File: config.mk
export PLATFORM = sky130hd
export DESIGN_NAME = fptd_iteration_controller
export DESIGN_NICKNAME = d
export VERILOG_FILES = /design/src/rtl/fptd_iteration_controller.sv
export SDC_FILE = /design/constraint.sdc
export NUM_CORES = 1
export LEC_CHECK = 0
export ABC_AREA = 0
export CORE_MARGIN = 1.5
export CORE_UTILIZATION = 45
export DETAILED_ROUTE_END_ITERATION = 7
export DONT_BUFFER_PORTS = 1
export PLACE_DENSITY = 0.68
export SLEW_MARGIN = 20
export SYNTH_ARGS = -nofsm -noshare
export SYNTH_HDL_FRONTEND = slang
export SYNTH_SLANG_ARGS = --single-unit
File: constraint.sdc
create_clock -name Clock -period 3.3 [get_ports Clock]
set_clock_uncertainty 0.1 [all_clocks]
set_input_delay 0.66 -clock Clock [delete_from_list [all_inputs] [get_ports Clock]]
set_output_delay 0.66 -clock Clock [all_outputs]
set_load 0.01 [all_outputs]
File: src/rtl/fptd_iteration_controller.sv
// Frame sequencer for the FPTD upper decoder: clear pulse, alternating odd/even
// section enables for a latched iteration target, error-count strobe, result hold.
module fptd_iteration_controller #(
    parameter int MAX_ITER = 32,
    parameter int ITER_W   = 6
) (
    input  logic              Clock,
    input  logic              Reset,
    input  logic              In_Valid,
    output logic              In_Ready,
    input  logic [ITER_W-1:0] Num_Iter,
    input  logic              Abort,
    output logic              Load_Frame,
    output logic              nClear,
    output logic              Enable_Odd,
    output logic              Enable_Even,
    output logic              Enable_Term,
    output logic              Enable_Error_Counter,
    output logic [ITER_W-1:0] Iter_Count,
    output logic              Busy,
    output logic              Out_Valid,
    input  logic              Out_Ready
);

    // state  | meaning
    // IDLE   | waiting for a frame, In_Ready high
    // CLEAR  | one-cycle active-low clear of decoder and error counter
    // ODD    | odd-section half iteration
    // EVEN   | even + termination half iteration, Iter_Count advances
    // COUNT  | one-cycle error-counter enable
    // HOLD   | result valid until Out_Ready (or Abort)
    typedef enum logic [2:0] {
        S_IDLE, S_CLEAR, S_ODD, S_EVEN, S_COUNT, S_HOLD
    } state_t;

    localparam logic [ITER_W-1:0] MAX_ITER_V = ITER_W'(MAX_ITER);
    localparam logic [ITER_W-1:0] ONE_V      = ITER_W'(1);

    state_t            state, state_nxt;
    logic [ITER_W-1:0] iter_count;
    logic [ITER_W-1:0] iter_inc;
    logic [ITER_W-1:0] target;
    logic [ITER_W-1:0] target_nxt;
    logic              accept;

    assign iter_inc = iter_count + ONE_V;

    always_comb begin
        if (Num_Iter == '0)
            target_nxt = ONE_V;
        else if (Num_Iter > MAX_ITER_V)
            target_nxt = MAX_ITER_V;
        else
            target_nxt = Num_Iter;
    end

    always_comb begin
        state_nxt  = state;
        In_Ready   = 1'b0;
        Load_Frame = 1'b0;
        accept     = 1'b0;
        case (state)
            S_IDLE: begin
                In_Ready = 1'b1;
                if (In_Valid) begin
                    accept     = 1'b1;
                    Load_Frame = 1'b1;
                    state_nxt  = S_CLEAR;
                end
            end
            S_CLEAR: state_nxt = Abort ? S_IDLE : S_ODD;
            S_ODD:   state_nxt = Abort ? S_IDLE : S_EVEN;
            S_EVEN: begin
                if (Abort)
                    state_nxt = S_IDLE;
                else if (iter_inc == target)
                    state_nxt = S_COUNT;
                else
                    state_nxt = S_ODD;
            end
            S_COUNT: state_nxt = Abort ? S_IDLE : S_HOLD;
            S_HOLD: begin
                In_Ready = Out_Ready;
                // Abort outranks a back-to-back accept in the same cycle
                if (Abort) begin
                    state_nxt = S_IDLE;
                end else if (Out_Ready) begin
                    if (In_Valid) begin
                        accept     = 1'b1;
                        Load_Frame = 1'b1;
                        state_nxt  = S_CLEAR;
                    end else begin
                        state_nxt = S_IDLE;
                    end
                end
            end
            default: state_nxt = S_IDLE;
        endcase
    end

    always_ff @(posedge Clock) begin
        if (Reset) begin
            state      <= S_IDLE;
            iter_count <= '0;
            target     <= ONE_V;
        end else begin
            state <= state_nxt;
            if (accept)
                target <= target_nxt;
            if (state == S_CLEAR && !Abort)
                iter_count <= '0;
            else if (state == S_EVEN && !Abort)
                iter_count <= iter_inc;
        end
    end

    assign nClear               = (state != S_CLEAR);
    assign Enable_Odd           = (state == S_ODD);
    assign Enable_Even          = (state == S_EVEN);
    assign Enable_Term          = (state == S_EVEN);
    assign Enable_Error_Counter = (state == S_COUNT);
    assign Out_Valid            = (state == S_HOLD);
    assign Busy                 = (state != S_IDLE);
    assign Iter_Count           = iter_count;

endmodule
==> flow_summary_export.csv <==
group,metric,value,unit
min_path,hold_start,"Reset",
pwr,ir_worst_vdd,223,uV
drt,vias_per_cell,5.45,
sta,relSlewSlack,56.0,%
finish,fin_area,868,sq um
clocking,ctsLongestPathBuffers,2,
sta,setup_violations,0,
synthesis,syn_avg_cell_area,7.95,sq um
finish,area_growth,4.05,%
die,dieArea,0.00212,sq mm
global_route,grt_pass1_wl,2.59,mm
global_route,grt_usage,17.5,%
setup_path,path_depth,4,
setup_path,crit_path_end_kind,"output pin",
die,die_w,46.1,um
clocking,cts_tree,"yes",
sta,tightest_slew,659,ps
die,core_area,0.00173,sq mm
drt,wirelength,1.60,mm
die,rows,15,
finish,nets,117,
setup_path,arrival,1690,ps
die,boundaryPins,26,
pwr,internal_power,0.247,mW
pwr,power.density,380,mW/mm^2
place,postPlaceCellArea,842,sq um
min_path,hp-class,"input pin to flip-flop",
synthesis,synth-edff-count,0,
clocking,clk_pin_slew,80,ps
setup_path,crit_buf_inv,1,
clocking,post-cts-setup-buffers,0,
sta,totalNegativeSetupSlack,0,ps
synthesis,ys_async_sr_fraction,0,%
die,fp.dieH,46.1,um
drt,num_vias,703,
setup_path,crit_family,"simple AND/OR/NAND/NOR gates",
sta,fin_crit_sh,74.1,%
place,globalplace.congestion,0.839,
synthesis,ys_seq_area_share,36.0,%
drt,dr.pass1.iters,4,
finish,final_util,50.3,%
sta,finalHoldViolCount,0,
setup_path,r2r_setup_slack,1380,ps
place,dp_hpwl,1.22,mm
pwr,clkPwrFrac,31.3,%
clocking,cts_root_buffer,"clkbuf_4",
clocking,htree_levels,1,
sta,max_clock_freq,409,MHz
finish,fillers,183,
setup_path,crit_type,"flip-flop to output pin",
setup_path,cp.required,2540,ps
sta,period_minus_slack,2450,ps
setup_path,cp-start-kind,"flip-flop",
drt,antenna_left,0,
setup_path,r2r-end,"state[1]$_SDFFE_PP0P_",
pwr,power_leakage,0.316,nW
status,status,"finished clean",
synthesis,ys_ff_latch,15,
sta,slew_viol_final,0,
pwr,p_comb_share,10.2,%
clocking,hold_buffers,0,
drt,wl_per_cell,12.4,um
clocking,ctsResizeCount,0,
synthesis,yosysMostFrequentCell,"dfxtp_1",
run,max_cap_viol_count,0,
finish,finalNonFillerCells,129,
setup_path,reg2reg_from,"Iter_Count[0]$_SDFFE_PP0P_",
global_route,grt_pass1_vias,629,
setup_path,slowest_delay,420,ps
pwr,seq_power_share,58.5,%
setup_path,crit_slowest_cell,"dfxtp_1",
synthesis,synth_ff_type,"dfxtp_1",
die,start_util,48.3,%
drt,post-route-drc-count,0,
synthesis,synth.area.top_cells,"dfxtp_1 (36%), xnor2_1 (7.3%), a21oi_1 (6.0%)",
drt,dr.first_iter.drc_count,14,
clocking,cts_num_sinks,15,
finish,diodes,0,
synthesis,yosys.area.top_type_share,36.0,%
synthesis,syn_inst,105,
setup_path,ff2ff_path_depth,6,
synthesis,yosysTopAreaCell,"dfxtp_1",
setup_path,cp_max_fo,13,
place,io_buffer_count,0,
sta,holdWs,334,ps
clocking,clock_latency,280,ps
pwr,swShare,25.0,%
synthesis,synth_top_cells_by_count,"dfxtp_1 (15), nor2_1 (11), a21oi_1 (10)",
finish,drive_gt1_share,4.81,%
global_route,grt.overflow.total,0,
min_path,whs_path_depth,1,
synthesis,syn_nets,117,
clocking,cts_made_buffers,3,
synthesis,ys_types,31,
setup_path,path_cells,"or2_2 -> o21ai_0 -> nand3_1 -> inv_1",
pwr,p_switching,0.0824,mW
global_route,grt_max_degree,14,
synthesis,synth_area,835,sq um
sta,rsz0062_at_grt,"false",
min_path,min_to,"state[1]$_SDFFE_PP0P_",
place,dp_cells,125,
global_route,antenna_found_initial,0,
synthesis,ys_warn_count,0,
==> power groups by stage <==
stage	combinational, mW	sequential, mW	clock [mW]
2_1_floorplan	0.0330	0.194	0
3_3_place_gp	0.0331	0.197	0
3_5_place_dp	0.0338	0.197	0
4_1_cts	0.0339	0.193	0.108
5_1_grt	0.0373	0.194	0.120
6_report	0.0336	0.193	0.103
==> area by class of cell <==
cell class / instances / area [sq um] / area share [%]
flip-flops and latches: 15 / 300 / 34.6
multi-input cells: 82 / 499 / 57.5
well taps: 25 / 31.3 / 3.60
inverters: 3 / 11.3 / 1.30
clock buffers: 4 / 26.3 / 3.03
==> sequential cells by signal, indices dropped and copies added, names as in the netlist <==
signal and count:
state 3, Iter_Count 6, target 6
==> cell usage in the layout (no fill, tap or decap) <==
master | synthesis | final
nand2b_1 | 2 | 2
o21ai_0 | 6 | 6
clkbuf_1 | 3 | 1
inv_1 | 3 | 3
xor2_1 | 4 | 4
nor3_1 | 2 | 2
and3_1 | 2 | 2
clkbuf_4 | 0 | 3
mux2i_1 | 1 | 1
nor2b_1 | 2 | 2
a22o_2 | 1 | 1
or3_1 | 3 | 3
nand3b_1 | 5 | 5
nand2_1 | 7 | 7
nor2_1 | 11 | 11
a211o_1 | 1 | 1
xnor2_1 | 7 | 7
a21oi_1 | 10 | 10
nor3b_1 | 3 | 3
a31oi_1 | 1 | 1
dfxtp_1 | 15 | 15
o21bai_1 | 1 | 1
nand4_1 | 1 | 1
a311oi_1 | 1 | 1
or2_2 | 1 | 1
ha_1 | 1 | 1
nor4_1 | 2 | 2
and2_1 | 1 | 1
and3b_1 | 1 | 1
nand3_1 | 5 | 5
==> kinds of logic after synthesis <==
family / after synthesis / synth area share, %
and+or+nand+nor: 48 / 31.0
AOI/OAI and AO/OA: 21 / 14.5
DFF: 15 / 36.0
xor gates and xnor gates: 11 / 11.5
buffers and inverters: 8 / 4.20
muxes: 1 / 1.20
adders and majority gates: 1 / 1.50
==> metal layers <==
metal	vias to the layer above	GRT usage (%)	wire, um
met3	4	6.27	92
met4	0	9.71	27
li1	365	-	-
met2	20	27.8	723
met5	-	0	0
met1	314	20.2	756
==> worst max path at each step <==
stage	from	endpoint	slack, ps
final	state[0]$_SDFFE_PP0P_	Load_Frame	850
after global routing	state[0]$_SDFFE_PP0P_	Load_Frame	650
after CTS	state[0]$_SDFFE_PP0P_	Load_Frame	850
after detailed placement	Out_Ready	Load_Frame	1090
after global placement	Out_Ready	Load_Frame	1120
after floorplan	Out_Ready	Load_Frame	1260
==> through the flow <==
step / setup WS [ps] / power [mW]
after floorplan: 1260 / 0.226
after global placement: 1120 / 0.230
after detailed placement: 1090 / 0.231
after CTS: 853 / 0.335
after global routing: 652 / 0.351
final: 853 / 0.330
(Power assumes the default switching activity.)
